`src/rtl/mac_pkg.sv`:
```
// Shared definitions for the MAC operand path: widths and streamer states.
// Imported by the streamer top and its operand RAM.
package mac_pkg;

  typedef enum logic [1:0] {
    IDLE,
    STREAM,
    GAP,
    DONE
  } state_e;

  localparam int DEF_INT   = 6;
  localparam int DEF_FRAC  = 8;
  localparam int DEF_DEPTH = 16;

  function automatic int op_w(input int i, input int f);
    return i + f;
  endfunction

  // Full-precision product width as seen by the MAC
  function automatic int prod_w(input int wa, input int wb);
    return wa + wb;
  endfunction

endpackage

```
`src/rtl/mac_operand_ram.sv`:
```
// Operand pair storage: one synchronous write port and one
// combinational read port; contents are intentionally not reset.
module mac_operand_ram
  import mac_pkg::*;
#(
  parameter int WA    = op_w(DEF_INT, DEF_FRAC),
  parameter int WB    = op_w(DEF_INT, DEF_FRAC),
  parameter int DEPTH = DEF_DEPTH,
  localparam int AW   = $clog2(DEPTH)
) (
  input  logic          clock,
  input  logic          we,
  input  logic [AW-1:0] waddr,
  input  logic [WA-1:0] wa,
  input  logic [WB-1:0] wb,
  input  logic [AW-1:0] raddr,
  output logic [WA-1:0] ra,
  output logic [WB-1:0] rb
);

  logic [WA+WB-1:0] mem_q [DEPTH];

  always_ff @(posedge clock) begin
    if (we) begin
      mem_q[waddr] <= {wa, wb};
    end
  end

  assign {ra, rb} = mem_q[raddr];

endmodule

```
`src/rtl/mac_operand_streamer.sv`:
```
// Streams len buffered (a, b) operand pairs to the MAC with valid/ready.
// Define MAC_STREAMER_GAP_EN to insert a one-cycle valid bubble per beat.
module mac_operand_streamer
  import mac_pkg::*;
#(
  parameter int INT_A  = DEF_INT,
  parameter int FRAC_A = DEF_FRAC,
  parameter int INT_B  = DEF_INT,
  parameter int FRAC_B = DEF_FRAC,
  parameter int DEPTH  = DEF_DEPTH,
  localparam int AW    = $clog2(DEPTH),
  localparam int LW    = $clog2(DEPTH) + 1,
  localparam int WA    = op_w(INT_A, FRAC_A),
  localparam int WB    = op_w(INT_B, FRAC_B)
) (
  input  logic          clock,
  input  logic          rstn,
  input  logic          wr_en,
  input  logic [AW-1:0] wr_addr,
  input  logic [WA-1:0] wr_a,
  input  logic [WB-1:0] wr_b,
  input  logic [LW-1:0] len,
  input  logic          start,
  output logic          busy,
  output logic          done,
  output logic [WA-1:0] a_o,
  output logic [WB-1:0] b_o,
  output logic          valid_o,
  output logic          last_o,
  input  logic          ready_i
);

  state_e        state_q, state_d;
  logic [AW-1:0] idx_q, idx_d;
  logic [LW-1:0] len_q, len_d;
  logic [WA-1:0] a_q, a_d;
  logic [WB-1:0] b_q, b_d;
  logic          valid_q, valid_d;
  logic          last_q, last_d;

  logic [AW-1:0] rd_addr;
  logic [WA-1:0] ra;
  logic [WB-1:0] rb;
  logic          ram_we;
  logic [LW-1:0] len_clamp;
  logic [LW-1:0] idx_p2;

  // Buffer is only writable while idle so a frame never sees torn data
  assign ram_we = wr_en && (state_q == IDLE);

  assign len_clamp = (len > LW'(DEPTH)) ? LW'(DEPTH) : len;
  assign idx_p2    = LW'(idx_q) + LW'(2);

  mac_operand_ram #(
    .WA    (WA),
    .WB    (WB),
    .DEPTH (DEPTH)
  ) u_ram (
    .clock (clock),
    .we    (ram_we),
    .waddr (wr_addr),
    .wa    (wr_a),
    .wb    (wr_b),
    .raddr (rd_addr),
    .ra    (ra),
    .rb    (rb)
  );

  always_comb begin
    state_d = state_q;
    idx_d   = idx_q;
    len_d   = len_q;
    a_d     = a_q;
    b_d     = b_q;
    valid_d = valid_q;
    last_d  = last_q;
    rd_addr = '0;
    unique case (state_q)
      IDLE: begin
        if (start) begin
          if (len == '0) begin
            state_d = DONE;
          end else begin
            len_d   = len_clamp;
            idx_d   = '0;
            a_d     = ra;
            b_d     = rb;
            valid_d = 1'b1;
            last_d  = (len_clamp == LW'(1));
            state_d = STREAM;
          end
        end
      end
      STREAM: begin
        rd_addr = idx_q + AW'(1);
        if (valid_q && ready_i) begin
          if (last_q) begin
            valid_d = 1'b0;
            last_d  = 1'b0;
            state_d = DONE;
          end else begin
            idx_d  = rd_addr;
            a_d    = ra;
            b_d    = rb;
            // next beat is last when idx+1 == len-1
            last_d = (idx_p2 == len_q);
`ifdef MAC_STREAMER_GAP_EN
            valid_d = 1'b0;
            state_d = GAP;
`endif
          end
        end
      end
`ifdef MAC_STREAMER_GAP_EN
      GAP: begin
        valid_d = 1'b1;
        state_d = STREAM;
      end
`endif
      DONE: begin
        state_d = IDLE;
      end
      default: begin
        state_d = IDLE;
      end
    endcase
  end

  always_ff @(posedge clock or negedge rstn) begin
    if (!rstn) begin
      state_q <= IDLE;
      idx_q   <= '0;
      len_q   <= '0;
      a_q     <= '0;
      b_q     <= '0;
      valid_q <= 1'b0;
      last_q  <= 1'b0;
    end else begin
      state_q <= state_d;
      idx_q   <= idx_d;
      len_q   <= len_d;
      a_q     <= a_d;
      b_q     <= b_d;
      valid_q <= valid_d;
      last_q  <= last_d;
    end
  end

  assign a_o     = a_q;
  assign b_o     = b_q;
  assign valid_o = valid_q;
  assign last_o  = last_q;
  assign busy    = (state_q != IDLE);
  assign done    = (state_q == DONE);

endmodule

```
`config.mk`:
```
export PLATFORM = sky130hd
export DESIGN_NAME = mac_operand_streamer
export DESIGN_NICKNAME = d
export VERILOG_FILES = /design/src/rtl/mac_pkg.sv /design/src/rtl/mac_operand_ram.sv /design/src/rtl/mac_operand_streamer.sv
export SDC_FILE = /design/constraint.sdc
export NUM_CORES = 1
export LEC_CHECK = 0
export ABC_AREA = 1
export BUFFER_PORTS_ARGS = -buffer_cell sky130_fd_sc_hd__buf_2
export CAP_MARGIN = 5
export CORE_UTILIZATION = 40
export CTS_BUF_LIST = sky130_fd_sc_hd__clkbuf_8
export DETAILED_ROUTE_END_ITERATION = 6
export RECOVER_POWER = 25
export SETUP_SLACK_MARGIN = 0.02
export SYNTH_ARGS = -nofsm -noshare
export SYNTH_HDL_FRONTEND = slang
export SYNTH_SLANG_ARGS = --single-unit
export TNS_END_PERCENT = 50
```
`constraint.sdc`:
```
create_clock -name clock -period 3.4 [get_ports clock]
set_input_delay 0.34 -clock clock [delete_from_list [all_inputs] [get_ports clock]]
set_output_delay 0.34 -clock clock [all_outputs]
set_load 0.02 [all_outputs]
```
==> metrics, run 1 <==
Reg2Reg Setup Slack=a little under 0.7 ns; ranking of synthesized cells by area=edfxtp_1, nand3_1, nand2_1, dfrtp_1, inv_1; internal power=0.01170 W; Synth Area in Adders=0.001214; Fin Hold WS=between 0.1 and 0.15 ns; Starting DRT DRC Count=between 1000 and 1500; Power Density=between 800 and 900 nW/um2; Slew Limit Fails=0; hpwl dp=approximately 31 mm; r2r worst-path depth=6; syn nets=roughly 2000; Final ANT Viol Nets=0; headroom to the max-slew limit=0.3231; Multi-input gate area=between 4000 and 5000 um2; pre-CTS setup slack=approximately 0.7 ns; worst skew pair latency=0.67 ns; Longest Clk Path Bufs=3; row count=82; met1 global-route usage=0.2877; WHS Path Cells=5; Antenna Cells=0; GP Congestion=0.8248; status=complete, no violations; Synthesis Warnings=0; number of synthesized flops with an enable pin=448; area leader, netlist=edfxtp_1; die area=52420 um2; mapped cell area=slightly above 20000 um2; Hold Startpoint=start; Critical Path RT=approximately 3.8 ns; WL/cell=19.63 um; Setup violations, final=0; most frequent cells in the layout=edfxtp_1, nand2_1, nand3_1, inv_1, nor2_1; Seq pwr share=0.349; Gate power share=0.415; port bufs=73; drt drc=0; final worst path period need=between 2 and 3 ns; Total Wirelength=approximately 54 mm; clock share of power=0.235; Die Y=between 200 and 250 um; Tcrit/Tclk final=0.7999; Switch Pwr=0.008703 W; library cells used by synthesis=24; largest net degree at the start of global routing=between 100 and 150; global-route wire length before repair=between 80 and 90 mm; post-cts sizing count=0; antenna violations before repair=0; Die Span X=about 230 um; Critical Path End Type=flip-flop; fin nets=about 2100; worst r2r dst=u_ram.mem_q[6][22]$_DFFE_PP_; Mapped Cells=just under 2000; Sink Count=roughly 490; H-Tree Depth=3; async set-reset flop share out of synthesis=0.08384; setup_tns=0 ns; GR peak layer=met2; Worst VDD drop=slightly below 700 uV; vias in the first global route=13570; Worst R2R Start=state_q[0]$_DFFE_PN0P_; Mapped Avg Cell Area=roughly 11 um2; # IOs=74; Final Skew=0.02936 ns; CTS tree=done; maximum fanout along the worst path=14; mux share of post-synthesis cell area=0; max frequency=367.7 MHz; Hold Vio Cnt, Final=0; Worst Setup SP=state_q[0]$_DFFE_PN0P_; area delta synth->final=13.64%; RSZ-0062 raised after global routing=false; routed via count=approximately 14000; Initial Util=0.4082; Synth Flop Type=edfxtp_1; HP Class=in -> reg; Num CTS Buffers=83; CP Launch Type=flip-flop; FF+latch count, synth=a little under 500; GR Overflow Total=0; met3 usage=0.03431; post-synthesis compound-gate area fraction=0.02411; simple-gate portion of the synthesized area=0.1965; Setup WS post-layout=0.6805 ns; XOR/XNOR Fraction of Synth Area=0.002550; Synth top area share=0.6529; FILL cells=between 4000 and 5000; kind of critical path=reg -> reg; Worst Path Arrival=roughly 3.1 ns; GRT Resource Usage Total=0.2112; Pre-antenna DRT Iters=5; Sw Share=0.4265; Max Cap Viol=0; Core ar.=~50000 um2; Via density=between 4 and 5; root buf cell=clkbuf_8; hold path endpoint=state_q[1]$_DFFE_PN0P_; commonest non-fill, non-tap cell in the layout=edfxtp_1; register area share after synthesis=0.7027; layout cells sized above 1=0.1089; main combinational cell family by area after synthesis=simple AND/OR/NAND/NOR gates; register area=roughly 14000 um2; worst slew pin tran=~1 ns; met2 usage=0.3436; LEAKAGE=around 9.8 nW; clk slew on worst S/H paths=about 0.06 ns
==> synth_stat cells (all sizes together) (2+ instances only) <==
cell type  instances
a22o               2
clkbuf            18
dfrtp             41
edfxtp           448
nand2            388
nand4              2
nand3            319
xor2               5
ha                 2
o21ai             94
nor2             256
buf               81
inv              271
==> area by class of cell <==
type                            count  area share
Clock buffer                       89     0.05231
Clock inverter                     54     0.01085
Inverter                          271     0.04365
Multi-Input combinational cell   1070      0.2043
Sequential cell                   489      0.6183
Tap cell                          672     0.03591
Timing Repair Buffer              120     0.03468
==> through the flow <==
stage | utilization | instance area (um2) | power [W] | cells
after global placement | 0.4337 | 21890 | 0.01569 | 2615
after CTS | 0.4644 | 23440 | 0.02057 | 2765
after global routing | 0.4639 | 23420 | 0.02170 | 2765
final | 0.4639 | 23420 | 0.02041 | 2765
after floorplan | - | 20600 | 0.01278 | 1929
after detailed placement | 0.4337 | 21890 | 0.01574 | 2615
==> sequential cells by signal, summed over array words and instances, names as in the netlist <==
register and count:
valid_o 1, b_o 14, idx_q 4, a_o 14
state_q 2, u_ram.mem_q 448, last_o 1, len_q 5
==> how the worst max path moves through the flow <==
stage               slack (ns)                           end  cells after the start
finish                    0.68  u_ram.mem_q[6][22]$_DFFE_PP_                      6
global route              0.52  u_ram.mem_q[3][22]$_DFFE_PP_                      6
CTS                       0.69  u_ram.mem_q[3][26]$_DFFE_PP_                      6
detailed placement        0.69  u_ram.mem_q[3][25]$_DFFE_PP_                      6
global placement          0.77  u_ram.mem_q[6][26]$_DFFE_PP_                      6
floorplan                 0.65   u_ram.mem_q[0][0]$_DFFE_PP_                      6
==> metal layers <==
metal,vias to the layer above,part of all wire
met5,-,0
met1,6675,0.44
met3,95,0.052
met4,0,0.026
met2,435,0.48
li1,6582,-
==> repair_timing <==
action | CTS | global route
hold buffers | 7 | 0
endpoints found under the hold margin | 25 | 0
endpoints found under the setup margin | 0 | 0
buffers inserted | 0 | 0
==> worst max-delay path, stage by stage, from the launching register on <==
cell	delay, ns
dfrtp_1	0.48
nor2_1	0.23
inv_1	0.10
nor2_1	0.40
nand3_1	0.44
nor2_4	0.44
buf_4	0.31
==> power by group through the flow <==
stage,registers (W),logic [W],clock network (W)
6_report,0.00713,0.00848,0.00480
5_1_grt,0.00717,0.00938,0.00515
4_1_cts,0.00714,0.00853,0.00490
3_5_place_dp,0.00725,0.00849,0
3_3_place_gp,0.00724,0.00845,0
2_1_floorplan,0.00740,0.00539,0
==> logic make-up after synthesis <==
family / after synthesis
flops: 489
compound gates: 97
buf+inv: 370
simple gates: 965
fa+ha+maj: 2
xor+xnor: 6
Power figures use the tool's default switching activity.
==> run 2, diff against run 1 <==
- clock period: 3.4 -> 2.42 ns (I/O delays scaled with it)
==> run 2 against run 1 <==
Compared with the run above: the run now ends with DRC, capacitance limit, slew limit left; clock power rose by 43%; die area did not move; global-route usage is 0.55 points lower; combinational power grew 37%; cell area up 3.0%; utilization grew 1.4 points; register-to-register slack worse by 0.52 ns; critical endpoint is now b_o[12]$_DFFE_PN0P_; largest power group unchanged.
==> metrics, run 2 (synthesized netlist as in run 1, its figures left out) <==
status=finished, violations left; failing checks=DRC, capacitance limit, slew limit; Sink Count=between 400 and 500; global-route wire length before repair=between 80 and 90 mm; WL/cell=roughly 19 um; hpwl dp=approximately 28 mm; most frequent cells in the layout=edfxtp_1, nand2_1, nand3_1, inv_1, nor2_1; Worst Path Arrival=2.79 ns; Worst R2R Start=idx_q[1]$_DFFE_PN0P_; Multi-input gate area=between 4000 and 5000 um2; cell mode on critical path=nand2_1; layout cells sized above 1=0.1119; worst r2r dst=b_o[12]$_DFFE_PN0P_; Worst VDD drop=~1500 uV; root buf cell=clkbuf_8; Longest Clk Path Bufs=3; commonest non-fill, non-tap cell in the layout=edfxtp_1; final worst path period need=around 2.3 ns; max frequency=443.2 MHz; LEAKAGE=~10 nW; Final Util=0.4779; Slew Limit Fails=23; CP Launch Type=flip-flop; kind of critical path=reg -> reg; Final Power=0.02844 W; Num CTS Buffers=80; Critical Path End Type=flip-flop; GR Overflow Total=0; routed via count=between 10000 and 15000; WP buf/inv=1; Hold Startpoint=wr_addr[0]; Total Wirelength=between 50 and 60 mm; port bufs=73; area delta synth->final=17.08%; headroom to the max-slew limit=-0.3776; placed cell area=approximately 22000 um2; Tcrit/Tclk final=0.9323; Die Y=approximately 230 um; clk slew on worst S/H paths=roughly 0.06 ns; fin nets=2124; GP Congestion=approximately 0.76; Via density=roughly 4.9; setup_tns=0 ns; Die Span X=approximately 230 um; maximum fanout along the worst path=about 180; drt drc=2; vias in the first global route=13540; die area=~52000 um2; hold path endpoint=u_ram.mem_q[12][27]$_DFFE_PP_; Pre-antenna DRT Iters=7; Max Cap Viol=1; Final Instance Area=24120 um2; Antenna Cells=0; Crit path max-delay family=simple AND/OR/NAND/NOR gates; Setup violations, final=0; HP Class=in -> reg; Core ar.=50480 um2; Final ANT Viol Nets=0; FILL cells=4579; Critical Path RT=just under 3 ns; Power Density=1179 nW/um2; worst skew pair latency=~0.66 ns; worst slew pin tran=between 2 and 2.5 ns; Worst path max stage delay=0.55 ns; register area=about 14000 um2; Reg2Reg Setup Slack=0.16 ns; Biggest register=u_ram.mem_q; GRT Resource Usage Total=0.2057; H-Tree Depth=3; WHS Path Cells=4; antenna violations before repair=0; RSZ-0062 raised after global routing=true; Hold Vio Cnt, Final=0; Starting DRT DRC Count=between 1000 and 1500; Final Skew=roughly 0.025 ns; Worst path slowest cell=buf_12; # IOs=between 70 and 80; Initial Util=0.4082; CTS tree=done; crit-path cells=ha_1, nand3_4, buf_12, nor2_1, o21ai_0, nand3_1, nand3_1, nand2_1, nand2_1, nand2_1; Fin Hold WS=about 0.23 ns; row count=82; max reg flops=about 450; r2r worst-path depth=10; largest net degree at the start of global routing=176
-- run 2: final cells by class --
class / instances / area share
clock buffers: 92 / 0.05249
multi-input cells: 1070 / 0.1985
repair buffers: 168 / 0.06053
inverters: 271 / 0.04237
clock inverters: 54 / 0.01110
well taps: 672 / 0.03485
flip-flops and latches: 489 / 0.6002
-- run 2: how the worst max path moves through the flow --
stage,cells past startpoint,to,startpoint,slack (ns)
5_1_grt,10,a_o[3]$_DFFE_PN0P_,idx_q[1]$_DFFE_PN0P_,0.02
6_report,10,b_o[12]$_DFFE_PN0P_,idx_q[1]$_DFFE_PN0P_,0.16
3_5_place_dp,6,u_ram.mem_q[0][15]$_DFFE_PP_,state_q[1]$_DFFE_PN0P_,0.12
4_1_cts,6,u_ram.mem_q[0][17]$_DFFE_PP_,state_q[1]$_DFFE_PN0P_,0.1
2_1_floorplan,6,u_ram.mem_q[0][0]$_DFFE_PP_,state_q[0]$_DFFE_PN0P_,-0.33
3_3_place_gp,6,u_ram.mem_q[0][15]$_DFFE_PP_,state_q[1]$_DFFE_PN0P_,0.14
-- run 2: worst reg2reg max path: stages, from the launching register on --
cell and delay (ns):
dfrtp_1 0.38, ha_1 0.33, nand3_4 0.11, buf_12 0.55
nor2_1 0.23, o21ai_0 0.11, nand3_1 0.11, nand3_1 0.10
nand2_1 0.08, nand2_1 0.08, nand2_1 0.06
-- run 2: where the power goes --
group          internal, W  switching, W
clock network      0.00358       0.00327
registers          0.00971      0.000301
logic              0.00351       0.00806
-- run 2: per-layer routing --
metal	vias up	wire [um]	part of all wire	GRT usage
met3	82	3568	0.067	0.04092
met4	0	988	0.019	0.05917
met5	-	0	0	0
li1	6677	-	-	-
met2	478	25330	0.47	0.3358
met1	6685	23510	0.44	0.2781
-- run 2: per-stage QoR --
stage	std cells	setup slack (ns)
2_1_floorplan	1929	-0.3334
3_3_place_gp	2630	0.1350
3_5_place_dp	2630	0.1224
4_1_cts	2816	0.09531
5_1_grt	2816	0.01690
6_report	2816	0.1639
-- run 2: timing repair --
item	CTS	global route
buffers inserted	0	0
hold buffers	40	0
hold endpoints to repair	497	0
resized for setup	0	1
endpoints found under the setup margin	0	26
